<file path="src/rtl/stream_arbiter.sv">
// stream_arbiter: round-robin arbiter sharing one registered valid/ready byte stream among NUM_REQ sources.
// Latency: a request seen in IDLE in cycle N is granted in N+1 and its first beat is on the output in N+2.
// Backpressure: the granted requester's ready is (!stream_out_valid || stream_out_ready); other readies stay low.
//
// Ports:
//   clk, reset          rising-edge clock, synchronous active-high reset
//   stream_in_valid     [NUM_REQ]            per-requester valid
//   stream_in_ready     [NUM_REQ]            per-requester ready, at most one bit high
//   stream_in_data      [NUM_REQ*DATA_WIDTH] requester i in bits [i*DATA_WIDTH +: DATA_WIDTH]
//   stream_out_valid    registered output valid
//   stream_out_ready    downstream ready
//   stream_out_data     [DATA_WIDTH] registered output beat
//   stream_out_src      [SRC_W] requester index of the current output beat
//   grant_active        high while a grant is held
//   stats_clear         synchronous clear of the beat counters        (STREAM_ARB_STATS_EN only)
//   grant_count         [NUM_REQ*CNT_WIDTH] saturating per-requester beat counters (STREAM_ARB_STATS_EN only)
//
// Optional feature macro: STREAM_ARB_STATS_EN adds stats_clear / grant_count. Arbitration is identical either way.

module stream_arbiter #(
  parameter int NUM_REQ    = 4,
  parameter int DATA_WIDTH = 8,
  parameter int MAX_BURST  = 4,
  parameter int CNT_WIDTH  = 16,
  localparam int SRC_W     = (NUM_REQ > 1) ? $clog2(NUM_REQ) : 1
) (
  input  logic                          clk,
  input  logic                          reset,
  input  logic [NUM_REQ-1:0]            stream_in_valid,
  output logic [NUM_REQ-1:0]            stream_in_ready,
  input  logic [NUM_REQ*DATA_WIDTH-1:0] stream_in_data,
  output logic                          stream_out_valid,
  input  logic                          stream_out_ready,
  output logic [DATA_WIDTH-1:0]         stream_out_data,
  output logic [SRC_W-1:0]              stream_out_src,
`ifdef STREAM_ARB_STATS_EN
  output logic                          grant_active,
  input  logic                          stats_clear,
  output logic [NUM_REQ*CNT_WIDTH-1:0]  grant_count
`else
  output logic                          grant_active
`endif
);

  // Elaboration-time guard on the legal parameter ranges.
  if (NUM_REQ < 2 || NUM_REQ > 8 || MAX_BURST < 1 || MAX_BURST > 256 ||
      DATA_WIDTH < 1 || CNT_WIDTH < 1) begin : g_bad_param
    $error("stream_arbiter: parameter out of legal range");
  end

  localparam logic [7:0] BURST_LAST = 8'(MAX_BURST - 1);

  typedef enum logic [0:0] {
    IDLE  = 1'b0,
    GRANT = 1'b1
  } state_t;

  state_t           state, state_nxt;
  logic [SRC_W-1:0] grant_idx, grant_idx_nxt;
  logic [SRC_W-1:0] last_grant, last_grant_nxt;
  logic [7:0]       beat_cnt, beat_cnt_nxt;

  logic             pick_vld;
  logic [SRC_W-1:0] pick_idx;
  logic             slot_free;
  logic             cur_valid;
  logic             xfer;

  // Unpack the data bus so the granted slice is a plain array index.
  logic [DATA_WIDTH-1:0] in_dat [NUM_REQ];
  for (genvar i = 0; i < NUM_REQ; i++) begin : g_unpack
    assign in_dat[i] = stream_in_data[i*DATA_WIDTH +: DATA_WIDTH];
  end

  // Round-robin pick: first valid requester starting at last_grant+1, wrapping.
  // Candidates are visited in priority order; the first hit is kept.
  always_comb begin
    int               t;
    logic [SRC_W-1:0] cand;
    t        = 0;
    cand     = '0;
    pick_vld = 1'b0;
    pick_idx = '0;
    for (int k = 1; k <= NUM_REQ; k++) begin
      t = int'(last_grant) + k;
      if (t >= NUM_REQ) t = t - NUM_REQ;
      cand = SRC_W'(t);
      if (!pick_vld && stream_in_valid[cand]) begin
        pick_vld = 1'b1;
        pick_idx = cand;
      end
    end
  end

  // The output register can take a beat when empty or being drained this cycle.
  assign slot_free = !stream_out_valid || stream_out_ready;
  assign cur_valid = stream_in_valid[grant_idx];
  assign xfer      = (state == GRANT) && cur_valid && slot_free;

  assign grant_active = (state == GRANT);

  always_comb begin
    state_nxt       = state;
    grant_idx_nxt   = grant_idx;
    last_grant_nxt  = last_grant;
    beat_cnt_nxt    = beat_cnt;
    stream_in_ready = '0;
    case (state)
      IDLE: begin
        if (pick_vld) begin
          grant_idx_nxt = pick_idx;
          beat_cnt_nxt  = '0;
          state_nxt     = GRANT;
        end
      end
      GRANT: begin
        stream_in_ready[grant_idx] = slot_free;
        if (!cur_valid) begin
          // Requester released its grant; no beat is taken this cycle.
          state_nxt      = IDLE;
          last_grant_nxt = grant_idx;
        end else if (xfer) begin
          if (beat_cnt == BURST_LAST) begin
            state_nxt      = IDLE;
            last_grant_nxt = grant_idx;
          end else begin
            beat_cnt_nxt = beat_cnt + 8'd1;
          end
        end
      end
      default: state_nxt = IDLE;
    endcase
  end

  always_ff @(posedge clk) begin
    if (reset) begin
      state      <= IDLE;
      grant_idx  <= '0;
      last_grant <= SRC_W'(NUM_REQ - 1);
      beat_cnt   <= '0;
    end else begin
      state      <= state_nxt;
      grant_idx  <= grant_idx_nxt;
      last_grant <= last_grant_nxt;
      beat_cnt   <= beat_cnt_nxt;
    end
  end

  // Output stage: load on transfer, hold under backpressure, empty when drained.
  always_ff @(posedge clk) begin
    if (reset) begin
      stream_out_valid <= 1'b0;
      stream_out_data  <= '0;
      stream_out_src   <= '0;
    end else if (xfer) begin
      stream_out_valid <= 1'b1;
      stream_out_data  <= in_dat[grant_idx];
      stream_out_src   <= grant_idx;
    end else if (stream_out_ready) begin
      stream_out_valid <= 1'b0;
    end
  end

`ifdef STREAM_ARB_STATS_EN
  // Per-requester accepted-beat counters; clear wins over a same-cycle increment.
  for (genvar i = 0; i < NUM_REQ; i++) begin : g_cnt
    logic [CNT_WIDTH-1:0] cnt;
    always_ff @(posedge clk) begin
      if (reset || stats_clear) begin
        cnt <= '0;
      end else if (xfer && (grant_idx == SRC_W'(i)) && (cnt != '1)) begin
        cnt <= cnt + CNT_WIDTH'(1);
      end
    end
    assign grant_count[i*CNT_WIDTH +: CNT_WIDTH] = cnt;
  end
`endif

endmodule

</file>
<file path="config.mk">
export PLATFORM = sky130hd
export DESIGN_NAME = stream_arbiter
export DESIGN_NICKNAME = d
export VERILOG_FILES = /design/src/rtl/stream_arbiter.sv
export SDC_FILE = /design/constraint.sdc
export NUM_CORES = 1
export LEC_CHECK = 0
export ABC_CLOCK_PERIOD_IN_PS = 2270
export CORE_MARGIN = 2
export CORE_UTILIZATION = 60
export DETAILED_ROUTE_END_ITERATION = 6
export DONT_BUFFER_PORTS = 1
export PLACE_DENSITY_LB_ADDON = 0.1
export SYNTH_ARGS = -nofsm -noshare
export SYNTH_HDL_FRONTEND = slang
export SYNTH_SLANG_ARGS = --single-unit
</file>
<file path="constraint.sdc">
create_clock -name clk -period 2.27 [get_ports clk]
set_input_delay 0.227 -clock clk [delete_from_list [all_inputs] [get_ports clk]]
set_output_delay 0.227 -clock clk [all_outputs]
set_load 0.05 [all_outputs]
</file>
# --- Word level (Yosys, flattened, before mapping) ---
# Cells that the tools add are included.
# Widths: inputs -> output; s select.
word_totals:
  memories: 0
  register_bits: 24
  output_inout_bits: 16
  mem_bits_rw: 0
  input_bits: 39
  latchBits: 0
  rom_bits: 0
  elab_cells: 95
classes:
  n_shift: 0
  add_sub_neg: 9
  div: 0
  n_reduce_logical: 15
  n_mul: 0
  magnitude_cmp: 11
  n_eq_ne: 7
  bitwise: 3
  muxes: 43
ops:
  columns: ["cell", "n"]
  rows:
  - ["$mux 8", 6]
  - ["$mux 2", 11]
  - ["$bmux 8 s2", 1]
  - ["$mux 1", 16]
  - ["$pmux 8 s2", 1]
  - ["$lt 2x3->1 const B", 5]
  - ["$ge 3x3->1 const B", 4]
  - ["$bmux 1 s2", 5]
  - ["$add 8x1->8 const B", 1]
  - ["$eq 8x2->1 const B", 1]
  - ["$ne 2x1->1 const B", 4]
  - ["$sub 2x1->2 const B", 4]
  - ["$add 2x2->3 const B", 2]
  - ["$logic_and 1x1->1", 6]
  - ["$add 2x3->4 const B", 1]
  - ["$and 4x4->4", 1]
  - ["$ge 4x3->1 const B", 1]
  - ["$logic_not 1->1", 4]
  - ["$mux 4", 1]
  - ["$ne 2x2->1 const B", 2]
  - ["$reduce_and 4->1", 1]
  - ["$add 2x1->3 const B", 1]
  - ["$not 2->3", 1]
  - ["$reduce_and 3->1", 1]
  - ["7 further kinds", 7]

# --- Depth between registers and ports, before layout ---
depth:
  depth_word: 17
  depth_mapped: 7
  depth_no_buf: 5

# --- Worst setup path after synthesis ---
# No wires, ideal clock.
synth_path:
  path_type: "flip-flop to output port"
  from: "reg stream_out_valid"
  to: "out stream_in_ready[2]"
  t_required_ns: 2.043
  arrival_time_ns: 2.207
  stages_incl_launch_ff: 5
  path_slack_ns: -0.164
  path_buffers: 2
  path_cell_list: "dfxtp_1 nor2b_1 clkbuf_1 clkbuf_1 nor3b_1"
synth_via:
  elab_chain_cells: 4
synth_lines:
  columns: ["element", "line", "text"]
  rows:
  - ["from (decl)", "32", "output logic stream_out_valid,"]
  - ["from (signal assigned)", "152", "stream_out_valid <= 1'b0;"]
  - ["from (signal assigned)", "156", "stream_out_valid <= 1'b1;"]
  - ["from (signal assigned)", "160", "stream_out_valid <= 1'b0;"]
  - ["$logic_not 1->1", "96", "assign slot_free = !stream_out_valid || stream_out_ready;"]
  - ["$logic_or 1x1->1", "96", null]
  - ["$and 4x4->4 (no source line)", null, null]
  - ["$mux 4", "108", "case (state)"]
  - ["to (decl)", "30", "output logic [NUM_REQ-1:0] stream_in_ready,"]
# Every way passes these cells.

# --- Worst setup path in the final report ---
layout_path:
  from: "reg beat_cnt[0]"
  to: "reg beat_cnt[6]"
layout_via:
  elab_chain_cells: 5
  elab_cells_between_ends: 8
  classes_between: "add/sub (1); eq/ne (2); mux (4); reduce/logical (1)"
layout_lines:
  columns: ["element", "line", "text"]
  rows:
  - ["from (decl)", "61", "logic [7:0] beat_cnt, beat_cnt_nxt;"]
  - ["from (signal assigned)", "145", "beat_cnt <= beat_cnt_nxt;"]
  - ["$add 8x1->8", "127", "beat_cnt_nxt = beat_cnt + 8'd1;"]
  - ["$mux 8", "123", "if (beat_cnt == BURST_LAST) begin"]
  - ["$mux 8", "122", "end else if (xfer) begin"]
  - ["$mux 8", "118", "if (!cur_valid) begin"]
  - ["$pmux 8 s2", "108", null]
# Parallel ways exist; a longest one is shown, timed or not. The select of a mux whose other input is x is not followed.
# A chain may end at the register's enable or synchronous reset.

==> results by group <==
Status
  – Run status: complete, no violations

Floorplan
  – Starting Density: 63.8%
  – Core Rows: 17
  – Boundary Pins: between 50 and 60
  – DIE HEIGHT: 52.7 um
  – Area of the core: 2230 um^2
  – Die Outline Area: between 2000 and 3000 um^2
  – Horizontal die dimension: between 50 and 60 um

Finish
  – Utilization of the core after routing: 69.2%
  – Area growth syn-to-layout: 8.52%
  – Final instance count without filler cells: approximately 200
  – Number of nets in the final layout: 209
  – Share of final-layout standard cells stronger than drive strength 1: 15.5%
  – # diodes: 0

Power
  – Clock network fraction of total power: 29.4%
  – Internal power of the cells: 0.727 mW
  – Leakage power total: 0.527 nW
  – Power density over cell area: approximately 700 nW/um^2
  – Combinational fraction of design power: 22.5%
  – Peak supply drop: 0.499 mV
  – Seq pwr share: 48.1%
  – Switching power: 0.348 mW
  – Switching part of the total: 32.4%

Worst setup path
  – Required time of the worst setup path: between 2 and 3 ns
  – Critical path buffer and inverter count: 0
  – Worst reg2reg endpoint: beat_cnt[6]$_SDFFE_PP0P_
  – Worst R2R Setup Slack: 0.16 ns
  – Number of cells on the critical path: 5
  – Delay of the slowest cell on the worst path: 0.64 ns
  – Arrival time at the worst endpoint: 2.34 ns
  – Worst-path maximum fanout: 6
  – Critical Path Source Type: register
  – CP delay by family, top: compound AO/OA/AOI/OAI gates
  – Launch point of the worst path: beat_cnt[0]$_SDFFE_PP0P_
  – Setup CP Type: reg -> reg
  – Element type at the critical path end: register
  – Worst R2R Start: beat_cnt[0]$_SDFFE_PP0P_
  – List of cells traversed by the critical path: ha_1 > nor4b_1 > a21o_1 > o21ai_1 > a311oi_1
  – Worst reg-to-reg path cell count: 5
  – Cell with the largest stage delay on the worst path: nor4b_1

Detailed routing
  – DRC violation count after routing: 0
  – Final ANT Viol Nets: 0
  – Routed length per instance: 18.0 um
  – Iteration-0 DRC Markers: 39
  – Via-to-Cell Ratio: a little under 7
  – Wirelength, routed: 3540 um
  – Total iterations of the first detailed-routing run: 4
  – Vias post-DR: 1331

Clock network
  – Worst-case clock buffer depth: 2
  – Number of buffers added by the clock tree synthesis step: 3
  – CTS Sinks: 24
  – Clock slew at reported path FFs: 0.14 ns
  – Clock tree from TritonCTS: done
  – Library cell used as clock root buffer: clkbuf_4
  – Clock insertion delay at the later pin of the skew report: 0.32 ns
  – CTS H-Tree Depth: 1
  – Setup Buffers After CTS: 0

STA
  – Post-route setup TNS: 0 ns
  – Number of hold violations in the final report: 0
  – Unrepaired setup endpoints after global routing: false
  – Rel. slew slack: 46.4%
  – Transition time of the tightest slew-check pin: 0.802 ns
  – Clock period minus worst slack: 2.11 ns
  – Portion of the clock cycle consumed by the worst path in the final layout: 93.2%
  – Number of max-slew violations in the final report: 0
  – Fin worst setup slack: 0.155 ns
  – Highest clock rate: approximately 470 MHz
  – Count of final setup violators: 0
  – Worst clock skew on the final layout: 0.00125 ns

Placed design
  – Worst-case setup slack after placement: 0.347 ns
  – Cells after DPL: 191
  – Estimated wirelength of the detail-placed design: 2520 um
  – Gpl congestion: 0.891
  – Count of buffers inserted at the top-level ports: 0

Logic synthesis
  – Yosys Warn Count: 0
  – Post-Syn Area per Cell: 8.64 um^2
  – Leading post-synthesis cells by cell area: dfxtp_1, mux4_2, a21oi_1
  – Summed instance area of the synthesized netlist: 1430 um^2
  – Cell type with the highest aggregate area in the netlist: dfxtp_1
  – FF+latch count, synth: 24
  – Sequential share of the synthesized area: 33.7%
  – Cell count after synthesis: 165
  – Nets in the synthesized netlist: 205
  – Number of unique standard cell types used by synthesis: 39
  – Fraction of post-synthesis cell area in the top cell type by area: 33.7%

Job
  – Max Cap Viol: 0

GRT
  – Global router's overall resource usage: a little over a quarter
  – Vias in the first global route: roughly 1300
  – Pin count of the biggest net entering global routing: 22
  – Grt total ovfl: 0
  – Antenna violations before repair: 0
  – Wire length of the first global-routing pass: 5590 um

Min path
  – Beginning of the worst hold path: reset
  – Hold path endpoint: last_grant[1]$_SDFFE_PP1P_
  – Type of the most critical hold path: in -> reg
  – Worst Hold Depth: 2
[cells in the mapped netlist, drive strengths merged]
cell / number
nor2: 4
nor3b: 2
nand2b: 4
nand4: 6
clkbuf: 8
o22a: 1
a31oi: 3
nand3: 12
o221ai: 2
mux4: 8
o211ai: 3
nor3: 5
nor4b: 1
inv: 7
o2111ai: 1
mux2: 1
a2111oi: 1
a22o: 1
a311oi: 1
nand2: 10
or3: 3
a21oi: 21
o31ai: 2
mux2i: 3
nor2b: 1
and2: 1
o21ai: 13
dfxtp: 24
a21o: 1
or4: 3
buf: 5
and3: 2
a211o: 2
o22ai: 2
ha: 1
[metrics by stage]
stage | total power [mW] | cell area [um^2] | hold WS, ns
3_5_place_dp | 0.759 | 1480 | 0.301
6_report | 1.08 | 1550 | 0.0820
3_3_place_gp | 0.751 | 1480 | 0.299
4_1_cts | 1.07 | 1550 | 0.0899
5_1_grt | 1.12 | 1550 | 0.0746
2_1_floorplan | 0.718 | 1430 | 0.449
[power groups by stage]
| stage | sequential (mW) | clock [mW] | combinational [mW] |
|---|---|---|---|
| floorplan | 0.529 | 0 | 0.189 |
| global placement | 0.525 | 0 | 0.227 |
| detailed placement | 0.526 | 0 | 0.233 |
| CTS | 0.517 | 0.315 | 0.241 |
| global route | 0.521 | 0.334 | 0.265 |
| finish | 0.517 | 0.317 | 0.242 |
[routing by layer]
layer  GRT usage, %  wire (um)
met5              0          0
met1           34.4       1500
met3           5.14        237
met4           5.98         21
met2           46.5       1780
[layout by cell type (no fill, tap or decap), types with 2 or more instances in the layout]
cell / instances
a21oi_1: 21
o22ai_1: 2
clkbuf_4: 3
nor3b_2: 2
o211ai_1: 3
mux4_2: 8
nor3_1: 5
o21ai_0: 12
a211o_1: 2
a31oi_1: 3
nand2_1: 10
dfxtp_1: 24
o221ai_1: 2
buf_4: 11
inv_1: 7
nand3_1: 12
nor2_1: 4
or3_1: 3
nand4_1: 6
nand2b_1: 4
and3_1: 2
mux2i_1: 3
o31ai_1: 2
or4_1: 3
[flip-flops by register name (all words and copies together), names as in the netlist]
register / flops
beat_cnt: 8
stream_out_data: 8
grant_idx: 2
last_grant: 2
stream_out_src: 2
grant_active: 1
stream_out_valid: 1
[final cells by class]
cell class	count	area [um^2]
clock buffers	3	22.5
fillers	197	687
clock inverters	1	30.0
well taps	28	35.0
flip-flops and latches	24	480
inverters	7	26.3
multi-input cells	121	860
repair buffers	12	92.6
[cells by family after synthesis]
family	Yosys count	synth area share [%]
compound gates	54	22.8
fa+ha+maj	1	0.878
buf+inv	20	6.67
flops	24	33.7
mux	12	15.5
simple gates	54	20.4
[worst reg2reg max path: stages (launching register included)]
cell	delay (ns)
dfxtp_1	0.39
ha_1	0.22
nor4b_1	0.64
a21o_1	0.31
o21ai_1	0.14
a311oi_1	0.32
[timing repair]
action                                  CTS  global route
endpoints found under the hold margin    21             0
gates resized for setup                   0             0
hold buffers                              1             0
endpoints found under the setup margin    0             0
[worst max-delay path by stage]
stage	endpoint	slack [ns]
finish	beat_cnt[6]$_SDFFE_PP0P_	0.16
global placement	last_grant[0]$_SDFFE_PP1P_	0.47
floorplan	stream_in_ready[2]	-0.16
global route	beat_cnt[6]$_SDFFE_PP0P_	0.02
detailed placement	beat_cnt[6]$_SDFFE_PP0P_	0.35
CTS	beat_cnt[6]$_SDFFE_PP0P_	0.16
No activity file was read; power rests on OpenSTA's default activity.
